<file path="src/rtl/qed_dup_sequencer.sv">
// QED duplicate sequencer: issues constrained originals, then replays them remapped.
// Latency: one cycle from an accepted instruction to qed_ifu_instruction.
// Backpressure: ena=0 freezes every register, the FIFO and the outputs.

module qed_fifo #(
  parameter int W     = 32,
  parameter int DEPTH = 16
) (
  input  logic         clk,
  input  logic         rst_n,
  input  logic         push,
  input  logic [W-1:0] push_dat,
  input  logic         pop,
  output logic [W-1:0] head_dat
);
  localparam int AW = (DEPTH > 1) ? $clog2(DEPTH) : 1;

  logic [W-1:0]  mem [DEPTH];
  logic [AW-1:0] wr_ptr;
  logic [AW-1:0] rd_ptr;

  // Occupancy is tracked by the caller; pointers wrap naturally at a power-of-two depth.
  always_ff @(posedge clk) begin
    if (!rst_n) begin
      wr_ptr <= '0;
      rd_ptr <= '0;
    end else begin
      if (push) wr_ptr <= wr_ptr + 1'b1;
      if (pop)  rd_ptr <= rd_ptr + 1'b1;
    end
  end

  always_ff @(posedge clk) begin
    if (push) mem[wr_ptr] <= push_dat;
  end

  assign head_dat = mem[rd_ptr];
endmodule

module qed_dup_sequencer #(
  parameter int DEPTH = 16,
  parameter int CNT_W = 5
) (
  input  logic             clk,
  input  logic             rst_n,
  input  logic [31:0]      ifu_qed_instruction,
  input  logic             exec_dup,
  input  logic             ena,
  output logic [31:0]      qed_ifu_instruction,
  output logic             qed_vld_out,
  output logic             qed_exec_dup,
  output logic [CNT_W-1:0] qed_num_orig,
  output logic [CNT_W-1:0] qed_num_dup,
  output logic             qed_check_valid
);
  localparam logic [31:0] NOP_INST = 32'h0000_0013;
  localparam logic [6:0]  OP_MARK  = 7'b1111111;
  localparam logic [6:0]  OP_R     = 7'b0110011;
  localparam logic [6:0]  OP_IALU  = 7'b0010011;
  localparam logic [6:0]  OP_FENCE = 7'b0001111;
  localparam logic [6:0]  OP_LUI   = 7'b0110111;
  localparam logic [6:0]  OP_BR    = 7'b1100011;
  localparam logic [6:0]  OP_JALR  = 7'b1100111;
  localparam logic [6:0]  OP_LOAD  = 7'b0000011;
  localparam logic [6:0]  OP_STORE = 7'b0100011;
  localparam logic [CNT_W-1:0] FULL_CNT = CNT_W'(DEPTH);

  typedef enum logic [1:0] {ORIG, DUP, DONE} state_t;

  state_t           state_q, state_d;
  logic [31:0]      inst_q, inst_d;
  logic             vld_q, vld_d;
  logic             xdup_q, xdup_d;
  logic [CNT_W-1:0] norig_q, norig_d;
  logic [CNT_W-1:0] ndup_q, ndup_d;
  logic             chk_q, chk_d;
  logic             push, pop;
  logic [31:0]      head_dat;

  function automatic logic [4:0] reg_map(input logic [4:0] r);
    return (r == 5'd0) ? r : (r | 5'h10);
  endfunction

  // Duplicate register space is x17..x31; duplicate memory is the upper half (offset + 64).
  function automatic logic [31:0] remap(input logic [31:0] i);
    logic [31:0] r;
    r = i;
    case (i[6:0])
      OP_R: begin
        r[11:7]  = reg_map(i[11:7]);
        r[19:15] = reg_map(i[19:15]);
        r[24:20] = reg_map(i[24:20]);
      end
      OP_IALU, OP_FENCE: begin
        r[11:7]  = reg_map(i[11:7]);
        r[19:15] = reg_map(i[19:15]);
      end
      OP_LUI: r[11:7] = reg_map(i[11:7]);
      OP_BR: begin
        r[19:15] = reg_map(i[19:15]);
        r[24:20] = reg_map(i[24:20]);
      end
      OP_JALR: r[19:15] = reg_map(i[19:15]);
      OP_LOAD: begin
        r[11:7]  = reg_map(i[11:7]);
        r[19:15] = reg_map(i[19:15]);
        r[26]    = 1'b1;
      end
      // Store data register is kept; only the base register and the offset move.
      OP_STORE: begin
        r[19:15] = reg_map(i[19:15]);
        r[26]    = 1'b1;
      end
      default: r = i;
    endcase
    return r;
  endfunction

  qed_fifo #(.W(32), .DEPTH(DEPTH)) u_fifo (
    .clk      (clk),
    .rst_n    (rst_n),
    .push     (push),
    .push_dat (ifu_qed_instruction),
    .pop      (pop),
    .head_dat (head_dat)
  );

  always_comb begin
    state_d = state_q;
    inst_d  = inst_q;
    vld_d   = vld_q;
    xdup_d  = xdup_q;
    norig_d = norig_q;
    ndup_d  = ndup_q;
    chk_d   = chk_q;
    push    = 1'b0;
    pop     = 1'b0;
    if (ena) begin
      case (state_q)
        ORIG: begin
          xdup_d = 1'b0;
          chk_d  = 1'b0;
          if (ifu_qed_instruction[6:0] == OP_MARK) begin
            inst_d = NOP_INST;
            vld_d  = 1'b0;
          end else begin
            inst_d  = ifu_qed_instruction;
            vld_d   = 1'b1;
            push    = 1'b1;
            norig_d = norig_q + 1'b1;
          end
          if ((exec_dup && norig_d != '0) || norig_d == FULL_CNT) state_d = DUP;
        end
        DUP: begin
          pop    = 1'b1;
          inst_d = remap(head_dat);
          vld_d  = 1'b1;
          xdup_d = 1'b1;
          ndup_d = ndup_q + 1'b1;
          if (ndup_d == norig_q) state_d = DONE;
        end
        DONE: begin
          inst_d = NOP_INST;
          vld_d  = 1'b0;
          xdup_d = 1'b1;
          chk_d  = 1'b1;
        end
        default: state_d = ORIG;
      endcase
    end
  end

  always_ff @(posedge clk) begin
    if (!rst_n) begin
      state_q <= ORIG;
      inst_q  <= NOP_INST;
      vld_q   <= 1'b0;
      xdup_q  <= 1'b0;
      norig_q <= '0;
      ndup_q  <= '0;
      chk_q   <= 1'b0;
    end else begin
      state_q <= state_d;
      inst_q  <= inst_d;
      vld_q   <= vld_d;
      xdup_q  <= xdup_d;
      norig_q <= norig_d;
      ndup_q  <= ndup_d;
      chk_q   <= chk_d;
    end
  end

  assign qed_ifu_instruction = inst_q;
  assign qed_vld_out         = vld_q;
  assign qed_exec_dup        = xdup_q;
  assign qed_num_orig        = norig_q;
  assign qed_num_dup         = ndup_q;
  assign qed_check_valid     = chk_q;
endmodule

</file>
<file path="config.mk">
export PLATFORM = sky130hd
export DESIGN_NAME = qed_dup_sequencer
export DESIGN_NICKNAME = d
export VERILOG_FILES = /design/src/rtl/qed_dup_sequencer.sv
export SDC_FILE = /design/constraint.sdc
export NUM_CORES = 1
export LEC_CHECK = 0
export CAP_MARGIN = 20
export CORE_ASPECT_RATIO = 0.6
export CORE_MARGIN = 1.5
export CORE_UTILIZATION = 40
export CTS_CLUSTER_SIZE = 16
export DETAILED_ROUTE_END_ITERATION = 12
export DONT_BUFFER_PORTS = 1
export SLEW_MARGIN = 20
export SYNTH_ARGS = -nofsm -noshare
export SYNTH_HDL_FRONTEND = slang
export SYNTH_SLANG_ARGS = --single-unit
</file>
<file path="constraint.sdc">
create_clock -name clk -period 4.3 [get_ports clk]
set_input_delay 0.43 -clock clk [delete_from_list [all_inputs] [get_ports clk]]
set_output_delay 0.43 -clock clk [all_outputs]
set_load 0.005 [all_outputs]
</file>
==> metrics.md <==
| Metric | Value |
|---|---|
| Status | finished clean |
| Cell variety after synth | 53 |
| Worst EP arrival | 3530 ps |
| First-pass GRT wire length | 82690 um |
| Nets@finish | 1228 |
| Die width | 307.7 um |
| Startpoint types | flip-flop |
| Total congestion overflow | 0 |
| Synth top cells by count | edfxtp_1 (512), mux4_2 (129), dfxtp_1 (59), nor2_1 (53), nand2_1 (44) |
| Wirelength, routed | 57570 um |
| DP HPWL | 30850 um |
| Internal power | 0.009444 W |
| Combinational fraction of design power | 8.1% |
| Sw Ratio | 22.21% |
| Final setup fails | 0 |
| Sequential share of the synthesized area | 74.31% |
| Cells after Synth | 1115 |
| Post-Syn Nets | 1162 |
| Filler cells | 4479 |
| Slew headroom | 23.90% |
| CP endpoint kind | flip-flop |
| 1st-pass router iterations | 5 |
| Vias/cell | 5.844 |
| Final core occ | 46.79% |
| Initial antenna violation count | 5 |
| Syn-to-layout area delta | 14.63% |
| Worst Min Path Start | rst_n |
| # rows | 66 |
| Post-layout minimum cycle time | 3012 ps |
| Yosys warnings | 0 |
| Share of the synthesized area in the top cell type | 69.01% |
| Post-synthesis average cell area | 19.98 um2 |
| Total global-route track usage | 20.33% |
| Global placement routability congestion | 0.7505 |
| CTS buffer count | 51 |
| Clock Latency Late Sink | 590 ps |
| Sw Pwr | 0.002696 W |
| Synth area leader | edfxtp_1 |
| Post-Syn Area | 22280 um2 |
| Adder-cell share of the synthesized area | 0.6177% |
| Clk slew on worst S/H paths | 70 ps |
| CTS tree | yes |
| Worst Max-Slew Pin Slew | 1142 ps |
| Main combinational cell family by area after synthesis | multiplexers |
| CP Max Fanout | 43 |
| Clock Skew | 19.95 ps |
| Number of synthesized flops with an enable pin | 512 |
| Top-count cell post-synth | edfxtp_1 |
| Seq pwr share | 51.7% |
| Most used flip-flop cell after synthesis | edfxtp_1 |
| Initial DRC Count | 1309 |
| Die span in y | 185.8 um |
| Max-cap violations | 0 |
| Crit path required time | 4820 ps |
| RSZ-0062 raised after global routing | false |
| Cell area after layout | 25540 um2 |
| Peak VDD IR | 0.2813 mV |
| Clk sinks | 571 |
| Initial cell density of the core | 40.82% |
| Clock Root Buffer | clkbuf_16 |
| Post-synth ARST share | 0% |
| DR WL/cell | 29.19 um |
| Largest net degree at the start of global routing | 52 |
| I/O Buffers | 0 |
| Fmax | 332.0 MHz |
| Synth Register Bits | 571 |
| WS Path Type | flip-flop to flip-flop |
| Post-synthesis compound-gate area fraction | 3.622% |
| Placed Area | 23370 um2 |
| Num ports | 81 |
| Core area | 54580 um2 |
| Multiplexer share of the synthesized area | 14.53% |
| Simple-gate share of the synthesized area | 4.296% |
| Setup TNS | 0 ps |
| Hold Fails Final Rpt | 0 |
| Final Slew Violations | 0 |
| Post-Synth XOR/XNOR Area | 0.7862% |
| PD cells | 475.3 nW/um2 |
| Pwr Total | 0.01214 W |
| Synth top area cells | edfxtp_1 (69%), mux4_2 (13%), dfxtp_1 (5.3%) |
| Clock Path Buffers | 3 |
| Min-Delay Path Class | input pin to flip-flop |
| Share of total power in the clock network | 40.2% |
| Die ar. | 57170 um2 |
| Share of cells above drive strength 1 | 22.59% |
| CTS H-tree lvls | 2 |
| Leak pwr | 7.899 nW |
| Number of global-route vias before repair | 11544 |
| Fin crit share | 70.06% |
| ANT nets after route | 0 |
| Total number of vias | 11525 |
| DRC viols | 0 |
==> critical path, stage by stage, from the launching register on <==
cell      delay [ps]
dfxtp_4          600
buf_12           360
buf_4            340
mux4_2           570
a22oi_1          160
nand2_1          160
or2_2            330
a21oi_1          140
o21ai_0          110
a21boi_1         140
==> path summary, 6_finish.rpt <==
path                                   to  slack, ps  depth (start not counted)
setup / recovery  qed_ifu_instruction[11]       1290                          9
hold / removal                  flip-flop         20                          1
setup reg to reg  qed_ifu_instruction[11]       1290                          9
hold reg to reg              qed_exec_dup        500                          2
==> cell type report <==
class                           count  area (um2)  area share (%)
Clock inverter                     26       416.7           1.631
Multi-Input combinational cell    471        5451           21.34
Inverter                            8       30.03          0.1176
Sequential cell                   571       16560           64.85
Clock buffer                       68        1360           5.325
Antenna cell                        2       5.005         0.01960
Timing Repair Buffer               78       778.2           3.047
Tap cell                          748       935.9           3.664
==> per-layer routing <==
metal	share of wire, %	GRT usage [%]
met5	0.023	0
met4	1.8	4.887
met3	8.9	5.010
met2	44	29.17
met1	46	31.00
==> repair_timing <==
item | CTS | global route
hold buffers | 38 | 0
buffers inserted | 0 | 0
endpoints found under the hold margin | 558 | 0
resized for setup | 0 | 0
==> metrics by stage <==
step	hold slack (ps)	worst slack, ps	instances
4_1_cts	0.1286	1234	1970
3_3_place_gp	493.1	1279	1838
6_report	17.73	1288	1972
2_1_floorplan	460.0	361.7	1115
5_1_grt	3.264	1102	1971
3_5_place_dp	498.4	1275	1838
==> power groups by stage <==
stage	Sequential (W)	Clock, W	Combinational (W)
after floorplan	0.00636	0	0.000638
final	0.00628	0.00488	0.000982
after CTS	0.00628	0.00496	0.000988
after global routing	0.00629	0.00517	0.00106
after detailed placement	0.00640	0	0.000876
after global placement	0.00640	0	0.000870
==> flip-flops by register name, summed over array words and instances, names as in the netlist, named ones only <==
signal / count
qed_exec_dup: 1
u_fifo.mem: 512
qed_num_orig: 5
u_fifo.wr_ptr: 4
u_fifo.rd_ptr: 4
qed_vld_out: 1
qed_num_dup: 5
qed_ifu_instruction: 32
state_q: 2
qed_check_valid: 1
==> placed cells by master (no fill, tap or decap), types with 16 or more instances in the layout <==
master         instances
a221oi_1              30
a22oi_1               36
and2_1                16
buf_4                 33
clkbuf_16             51
dfxtp_1               57
dlygate4sd3_1         37
edfxtp_1             512
mux4_2               129
nand2_1               44
nor2_1                38
nor3b_1               26
xnor2_1               16
==> cells by family after synthesis <==
family	after synthesis
DFF	571
and+or+nand+nor	188
muxes	146
AOI/OAI and AO/OA	106
buffers and inverters	73
xor gates and xnor gates	20
adders and majority gates	11
Power figures use the tool's default switching activity.
